===== src/rtl/fsm_pkg.sv =====
// Shared definitions for the sequence counter: one-hot state encoding and a width helper.
package fsm_pkg;

  typedef enum logic [3:0] {
    ST_IDLE  = 4'b0001,
    ST_RUN   = 4'b0010,
    ST_DONE  = 4'b0100,
    ST_ABORT = 4'b1000
  } state_e;

  // Minimum of one bit, so degenerate parameters still yield legal vectors.
  function automatic int clogw(input int n);
    return (n <= 2) ? 1 : $clog2(n);
  endfunction

endpackage


===== src/rtl/seq_timer.sv =====
// Idle-cycle timer for RUN: counts up while enabled, saturates at TIMEOUT, clear has priority.
module seq_timer
  import fsm_pkg::*;
#(
  parameter int TIMEOUT = 3
) (
  input  logic clk,
  input  logic reset,
  input  logic clr,
  input  logic en,
  output logic expired
);

  localparam int TW = clogw(TIMEOUT + 1);

  logic [TW-1:0] tmr;

  always_ff @(posedge clk or negedge reset) begin
    if (!reset)                               tmr <= '0;
    else if (clr)                             tmr <= '0;
    else if (en && (tmr != TW'(TIMEOUT)))     tmr <= tmr + 1'b1;
  end

  assign expired = (tmr == TW'(TIMEOUT));

endmodule


===== src/rtl/fsm_seq_counter.sv =====
// Multi-channel Moore sequence counter: locks onto the highest-priority requester
// and counts DEPTH qualifying cycles, flagging done or abort for one cycle.
module fsm_seq_counter
  import fsm_pkg::*;
#(
  parameter int NCH     = 2,
  parameter int DEPTH   = 4,
  parameter int STRICT  = 0,
  parameter int TIMEOUT = 0,
  localparam int CW     = clogw(NCH),
  localparam int DW     = clogw(DEPTH)
) (
  input  logic           clk,
  input  logic           reset,
  input  logic [NCH-1:0] req,
  output logic           busy,
  output logic [CW-1:0]  chan,
  output logic [DW-1:0]  cnt,
  output logic           done,
  output logic           abort
);

  state_e        state, state_nx;
  logic [CW-1:0] chan_nx, pick;
  logic [DW-1:0] cnt_nx;
  logic          own, foreign, kill, expired;

  // Priority encoder: lowest index wins.
  always_comb begin
    pick = '0;
    for (int i = NCH - 1; i >= 0; i--)
      if (req[i]) pick = CW'(i);
  end

  always_comb begin
    own     = 1'b0;
    foreign = 1'b0;
    for (int i = 0; i < NCH; i++)
      if (req[i]) begin
        if (chan == CW'(i)) own     = 1'b1;
        else                foreign = 1'b1;
      end
  end

  assign kill = ((STRICT != 0) && foreign) || expired;

  generate
    if (TIMEOUT != 0) begin : g_tmr
      logic in_run;
      assign in_run = (state == ST_RUN);
      seq_timer #(.TIMEOUT(TIMEOUT)) u_tmr (
        .clk     (clk),
        .reset   (reset),
        .clr     (!in_run || own),
        .en      (in_run && !own),
        .expired (expired)
      );
    end else begin : g_no_tmr
      assign expired = 1'b0;
    end
  endgenerate

  always_comb begin
    state_nx = state;
    chan_nx  = chan;
    cnt_nx   = cnt;
    unique case (state)
      ST_IDLE: if (|req) begin
        state_nx = ST_RUN;
        chan_nx  = pick;
        cnt_nx   = '0;
      end
      ST_RUN: begin
        // Abort beats counting, even on the final qualifying cycle.
        if (kill) begin
          state_nx = ST_ABORT;
          cnt_nx   = '0;
        end else if (own) begin
          if (cnt == DW'(DEPTH - 1)) begin
            state_nx = ST_DONE;
            cnt_nx   = '0;
          end else begin
            cnt_nx = cnt + 1'b1;
          end
        end
      end
      ST_DONE, ST_ABORT: begin
        state_nx = ST_IDLE;
        chan_nx  = '0;
      end
      default: begin
        state_nx = ST_IDLE;
        chan_nx  = '0;
        cnt_nx   = '0;
      end
    endcase
  end

  always_ff @(posedge clk or negedge reset) begin
    if (!reset) begin
      state <= ST_IDLE;
      chan  <= '0;
      cnt   <= '0;
    end else begin
      state <= state_nx;
      chan  <= chan_nx;
      cnt   <= cnt_nx;
    end
  end

  assign busy  = (state == ST_RUN);
  assign done  = (state == ST_DONE);
  assign abort = (state == ST_ABORT);

endmodule


===== config.mk =====
export PLATFORM = sky130hd
export DESIGN_NAME = fsm_seq_counter
export DESIGN_NICKNAME = d
export VERILOG_FILES = /design/src/rtl/fsm_pkg.sv /design/src/rtl/seq_timer.sv /design/src/rtl/fsm_seq_counter.sv
export SDC_FILE = /design/constraint.sdc
export NUM_CORES = 1
export LEC_CHECK = 0
export BUFFER_PORTS_ARGS = -buffer_cell sky130_fd_sc_hd__buf_4
export CORE_AREA = 2 2 39 41
export CTS_CLUSTER_DIAMETER = 40
export CTS_CLUSTER_SIZE = 20
export DETAILED_ROUTE_END_ITERATION = 7
export DIE_AREA = 0 0 41 43
export PLACE_DENSITY = 0.44
export SLEW_MARGIN = 5
export SYNTH_ARGS = -nofsm -noshare
export SYNTH_HDL_FRONTEND = slang
export SYNTH_SLANG_ARGS = --single-unit

===== constraint.sdc =====
create_clock -name clk -period 2.2 [get_ports clk]
set_input_delay 0.33 -clock clk [delete_from_list [all_inputs] [get_ports clk]]
set_output_delay 0.33 -clock clk [all_outputs]
set_load 0.01 [all_outputs]

## Word level (Yosys, flattened, before mapping)

Cells that the tools add are included.
W data, S select, Z words.

| word-level totals | value |
|---|---|
| bits in registers | 7 |
| latch bits | 0 |
| bits in writable memories | 0 |
| memory bits (read-only) | 0 |
| input port bits | 4 |
| output and inout port bits | 6 |
| word-level logic and storage cells | 35 |
| memories | 0 |

| cells by class | value |
|---|---|
| add/subtract/negate cells | 1 |
| multiply operators | 0 |
| divide/modulo/power cells | 0 |
| $lt $le $gt $ge | 0 |
| eq/ne operators | 8 |
| shift-type cells | 0 |
| mux-type cells | 16 |
| bitwise logic cells | 2 |
| reductions and logical operators | 5 |

Operators by type and width:

| cell | count |
|---|---|
| $mux W4 | 3 |
| $pmux W4 S2 | 1 |
| $mux W1 | 7 |
| $mux W2 | 3 |
| $pmux W2 S3 | 1 |
| $reduce_and A3 Y1 | 2 |
| $eq A4 B1 Y1 const B | 1 |
| $eq A4 B2 Y1 const B | 1 |
| $eq A4 B3 Y1 const B | 1 |
| $eq A4 B4 Y1 const B | 1 |
| $ne A2 B1 Y1 const B | 2 |
| $reduce_or A2 Y1 | 2 |
| $add A2 B1 Y2 const B | 1 |
| $eq A2 B2 Y1 const B | 1 |
| $ne A2 B2 Y1 const B | 1 |
| $not A1 Y1 | 2 |
| $pmux W1 S2 | 1 |
| $reduce_and A2 Y1 | 1 |

## Depth between registers and ports, before layout

| logic depth | value |
|---|---|
| depth in word-level cells | 6 |
| depth in mapped cells | 4 |
| gate-level depth less buffers | 4 |

## Least setup slack after synthesis

Ideal clock, no wire load.

| path | value |
|---|---|
| path type | register to register |
| start | reg state[2] |
| end | reg cnt[0] |
| setup time | 87 ps |
| data arrival time | 1265 ps |
| required time | 2113 ps |
| path slack | 849 ps |
| cell stages (with the launch flop) | 4 |
| path buffers | 0 |
| period minus slack after synthesis | 1351 ps |
| cells stage by stage | dfrtp_1 -> nor3b_4 -> or4b_1 -> o211ai_1 |

| between the ends | value |
|---|---|
| elaborated cells between the ends (all ways) | 10 |
| those cells by class | eq/ne: 6; mux: 1; bitwise: 1; reduce/logical: 2 |

RTL lines:

| what | line | RTL |
|---|---|---|
| from (decl) | fsm_seq_counter.sv:23 | `state_e state, state_nx;` |
| from (signal assigned) | fsm_seq_counter.sv:105 | `state <= state_nx;` |
| $eq A4 B2 Y1 (*) | -- |  |
| via busy | fsm_seq_counter.sv:16 | `output logic busy,` |
| $ne A2 B1 Y1 (no line) | -- |  |
| $reduce_and A3 Y1 (no line) | -- |  |
| to (signal assigned) | fsm_seq_counter.sv:107 | `cnt <= cnt_nx;` |
| to (decl) | fsm_seq_counter.sv:18 | `output logic [DW-1:0] cnt,` |

Mark *: on every way through the listed nets, which the timed path passes. The rest lies on a longest branch.
A chain may end at the register's enable or synchronous reset.

## Final worst setup path

| path | value |
|---|---|
| start | reg state[2] |
| end | out busy |

| between the ends | value |
|---|---|
| longest elaborated chain between the ends | 1 |

RTL lines:

| what | line | RTL |
|---|---|---|
| $eq A4 B2 Y1 | fsm_seq_counter.sv:111 | `assign busy = (state == ST_RUN);` |
| to (decl) | fsm_seq_counter.sv:16 |  |

No other way between the ends.

==> impl_summary.log <==
[metrics] run status: complete, no violations
[metrics] Buffers on Ports: 8
[metrics] layout overhead on the synthesized area: 30.1%
[metrics] setup repair after global routing missed its margin: false
[metrics] share of synthesized cell area in and, or, nand and nor gates: 28.7%
[metrics] global-route met2 utilization: 14.7%
[metrics] vias in the first global route: 312
[metrics] Worst EP arrival: 1.14 ns
[metrics] share of final-layout standard cells stronger than drive strength 1: 31.3%
[metrics] total track usage: 11.1%
[metrics] vias: 308
[metrics] number of top-level design ports: 10
[metrics] Layout Cells excl Fill: 64
[metrics] met1 track utilization from global routing: 13.7%
[metrics] number of cells after detailed placement: 59
[metrics] number of antenna violations at the first check in global routing: 0
[metrics] final setup slack of the worst path: 0.725 ns
[metrics] kind of path behind the tightest hold check: primary input to async pin
[metrics] Syn Nets: 41
[metrics] router iterations before antenna repair: 4
[metrics] Critical path destination: busy
[metrics] distinct cell type count after synthesis: 23
[metrics] fraction of synthesized cell area taken by the top area cell type: 34.6%
[metrics] number of failing hold endpoints at the final stage: 0
[metrics] Crit Path Class: flop to output pin
[metrics] static leakage: 0.000206 uW
[metrics] Floorplan Core Area: 1380 um2
[metrics] met3 Track Usage GR: 4.71%
[metrics] synthesized-area fraction occupied by ao, oa, aoi and oai cells: 15.9%
[metrics] peak-usage layer in the global routing report: met2
[metrics] worst-path fanout max: 8
[metrics] setup repair bufs after CTS: 0
[metrics] wire per inst: 11.5 um
[metrics] power per unit of standard cell area: 1010 nW/um2
[metrics] vertical extent of the die: 43 um
[metrics] Setup crit end kind: output pin
[metrics] half-perimeter wire length of the detailed placement result: 595 um
[metrics] Critical Path Source Type: flop
[metrics] fin. max-slew vios: 0
[metrics] number of clock buffers inserted by TritonCTS: 3
[metrics] wire length of the first global-routing pass: 1.26 mm
[metrics] worst-skew pair later-pin latency: 0.25 ns
[metrics] worst reg2reg path endpoint: cnt[0]$_DFFE_PN0P_
[metrics] via count normalized by instance count: 4.81
[metrics] count of mapped cells out of synthesis: 36
[metrics] final wirelength: 739 um
[metrics] Worst IR Drop VDD: 340 uV
[metrics] largest area contributor in the synthesized netlist: sky130_fd_sc_hd__dfrtp_1
[metrics] combined area of all synthesized cells: 362 um2
[metrics] crit share post-route: 67.0%
[metrics] top cells by area in the synthesized netlist: sky130_fd_sc_hd__dfrtp_1, sky130_fd_sc_hd__dfstp_2, sky130_fd_sc_hd__o211ai_1, sky130_fd_sc_hd__nor3b_4, sky130_fd_sc_hd__and2b_2
[metrics] Max Clk Rate: 678 MHz
[metrics] Die Area: 1760 um2
[metrics] count of H-tree levels built during CTS: 1
[metrics] portion of netlist area occupied by mux cells: 2.77%
[metrics] synthesis-stage register bit count: 6
[metrics] clk sinks: 6
[metrics] final weighted congestion in routability-driven placement: 0.723
[metrics] per-instance average area after synthesis: 10.0 um2
[metrics] startpoint of the most critical register-to-register path: state[2]$_DFFE_PN0P_
[metrics] Max clock buf depth: 2
[metrics] initial standard-cell utilization of the core: 26.1%
[metrics] number of filler instances in the final layout: 148
[metrics] launch point of the critical path: state[2]$_DFFE_PN0P_
[metrics] depth of the most critical reg-to-reg path: 3
[metrics] register area share after synthesis: 41.9%
[metrics] post-route setup TNS: 0 ns
[metrics] register clock-pin slew on the reported worst setup and hold paths: 0.05 ns
[metrics] worst clock skew: 0.0112 ns
[metrics] count of max-cap constraint violations: 0
[metrics] DR iter-0 viols: 3
[metrics] worst reg2reg setup slack: 0.83 ns
[metrics] share of the synthesized netlist area taken by xor and xnor gates: 0%
[metrics] grt ovf: 0
[metrics] Yosys Warn Count: 0
[metrics] DRC errors left: 0
[metrics] maximum number of pins on one net before global-route repair: 9
[metrics] Std-Cell Rows: 14
[metrics] final setup violation count: 0
[metrics] min cycle time layout: 1.47 ns
[metrics] overall die width: 41 um
[metrics] library cell used as clock root buffer: sky130_fd_sc_hd__clkbuf_4
[metrics] adder and majority cell fraction of the synthesized area: 3.46%
[metrics] Final nets: 54
[metrics] count of inserted antenna diode cells: 0
[metrics] count of antenna-violating nets left after detailed routing: 0
[metrics] required time of the critical path: 1.87 ns
[metrics] dominant combinational cell family by area after synthesis: simple AND/OR/NAND/NOR gates
[metrics] worst slack at placement: 0.829 ns
[metrics] CTS tree: yes
## registers in the layout (all words and copies together), names as in the netlist
| name | cells |
|---|---|
| state | 3 |
| chan | 1 |
| cnt | 2 |
## final cells by class
cell class / count / area [um2] / share of cell area [%]
clock buffers: 4 / 26.3 / 5.59
well taps: 16 / 20.0 / 4.26
multi-input cells: 25 / 188 / 39.9
flip-flops and latches: 6 / 151 / 32.2
repair buffers: 9 / 70.1 / 14.9
inverters: 4 / 15.0 / 3.19
## routing by layer
| layer | up-vias | part of all wire [%] |
|---|---|---|
| met4 | 0 | 0 |
| met2 | 7 | 49 |
| met5 | - | 0 |
| met1 | 150 | 47 |
| met3 | 0 | 3.8 |
| li1 | 151 | - |
## critical path, cell delays in order, from the launching register on
cell,delay [ns]
sky130_fd_sc_hd__dfrtp_1,0.46
sky130_fd_sc_hd__nor3b_4,0.28
sky130_fd_sc_hd__buf_4,0.17
## Yosys cell counts
library cell and instances:
sky130_fd_sc_hd__dfrtp_1 5, sky130_fd_sc_hd__inv_1 4, sky130_fd_sc_hd__o211ai_1 3, sky130_fd_sc_hd__a21oi_1 2, sky130_fd_sc_hd__and2b_2 2, sky130_fd_sc_hd__nand3_1 2, sky130_fd_sc_hd__o21ai_0 2, sky130_fd_sc_hd__a21o_1 1
sky130_fd_sc_hd__buf_4 1, sky130_fd_sc_hd__conb_1 1, sky130_fd_sc_hd__dfstp_2 1, sky130_fd_sc_hd__ha_1 1, sky130_fd_sc_hd__mux2i_1 1, sky130_fd_sc_hd__nand2_1 1, sky130_fd_sc_hd__nand3b_1 1, sky130_fd_sc_hd__nor2b_1 1
sky130_fd_sc_hd__nor3b_1 1, sky130_fd_sc_hd__nor3b_4 1, sky130_fd_sc_hd__nor4_1 1, sky130_fd_sc_hd__nor4b_1 1, sky130_fd_sc_hd__o21bai_1 1, sky130_fd_sc_hd__or2b_1 1, sky130_fd_sc_hd__or4b_1 1
## kinds of logic (layout without fill, tap and decap cells)
kind of cell,after synthesis,after routing
fa+ha+maj,1,1
mux,1,1
flops,6,6
compound gates,9,9
other cells,1,1
simple gates,13,13
buf+inv,5,17
## how the worst min path moves through the flow
stage / to / cells after the start / startpoint
floorplan: chan$_DFFE_PN0P_ / 0 / reset
global placement: chan$_DFFE_PN0P_ / 1 / reset
detailed placement: chan$_DFFE_PN0P_ / 1 / reset
CTS: cnt[0]$_DFFE_PN0P_ / 2 / reset
global route: cnt[0]$_DFFE_PN0P_ / 2 / reset
finish: state[1]$_DFFE_PN0P_ / 2 / reset
## layout by cell type (no fill, tap or decap)
| cell | netlist | final |
|---|---|---|
| sky130_fd_sc_hd__or4b_1 | 1 | 1 |
| sky130_fd_sc_hd__clkbuf_4 | 0 | 3 |
| sky130_fd_sc_hd__a21oi_1 | 2 | 2 |
| sky130_fd_sc_hd__o21bai_1 | 1 | 1 |
| sky130_fd_sc_hd__dfstp_2 | 1 | 1 |
| sky130_fd_sc_hd__nand3b_1 | 1 | 1 |
| sky130_fd_sc_hd__or2b_1 | 1 | 1 |
| sky130_fd_sc_hd__nor3b_1 | 1 | 1 |
| sky130_fd_sc_hd__nor2b_1 | 1 | 1 |
| sky130_fd_sc_hd__nor4b_1 | 1 | 1 |
| sky130_fd_sc_hd__mux2i_1 | 1 | 1 |
| sky130_fd_sc_hd__inv_1 | 4 | 4 |
| sky130_fd_sc_hd__dfrtp_1 | 5 | 5 |
| sky130_fd_sc_hd__buf_4 | 1 | 8 |
| sky130_fd_sc_hd__ha_1 | 1 | 1 |
| sky130_fd_sc_hd__nor3b_4 | 1 | 1 |
| sky130_fd_sc_hd__nor4_1 | 1 | 1 |
| sky130_fd_sc_hd__and2b_2 | 2 | 2 |
| sky130_fd_sc_hd__o21ai_0 | 2 | 2 |
| sky130_fd_sc_hd__dlygate4sd3_1 | 0 | 1 |
| sky130_fd_sc_hd__nand3_1 | 2 | 2 |
| sky130_fd_sc_hd__clkbuf_1 | 0 | 1 |
| sky130_fd_sc_hd__a21o_1 | 1 | 1 |
| sky130_fd_sc_hd__nand2_1 | 1 | 1 |
| sky130_fd_sc_hd__conb_1 | 1 | 1 |
| sky130_fd_sc_hd__o211ai_1 | 3 | 3 |
## power by group
group | switching [uW] | leakage (uW) | internal [uW]
logic | 71.3 | 0.000114 | 101
clock network | 42.1 | 0.0000150 | 68.8
registers | 45.9 | 0.0000778 | 149
total | 159 | 0.000206 | 318
## stage by stage
stage / area, um2 / power [uW] / utilization, % / hold slack [ns]
final: 470 / 477 / 34.0 / 0.417
after global routing: 470 / 515 / 34.0 / 0.414
after CTS: 470 / 485 / 34.0 / 0.419
after detailed placement: 434 / 370 / 31.4 / 0.143
after global placement: 434 / 365 / 31.4 / 0.145
after floorplan: 362 / 306 / - / 0.0344
## timing repair
action                                 CTS  global route
resized for setup                        0             0
hold buffers                             1             0
endpoints found under the hold margin    5             0
No activity file was read; power rests on OpenSTA's default activity.
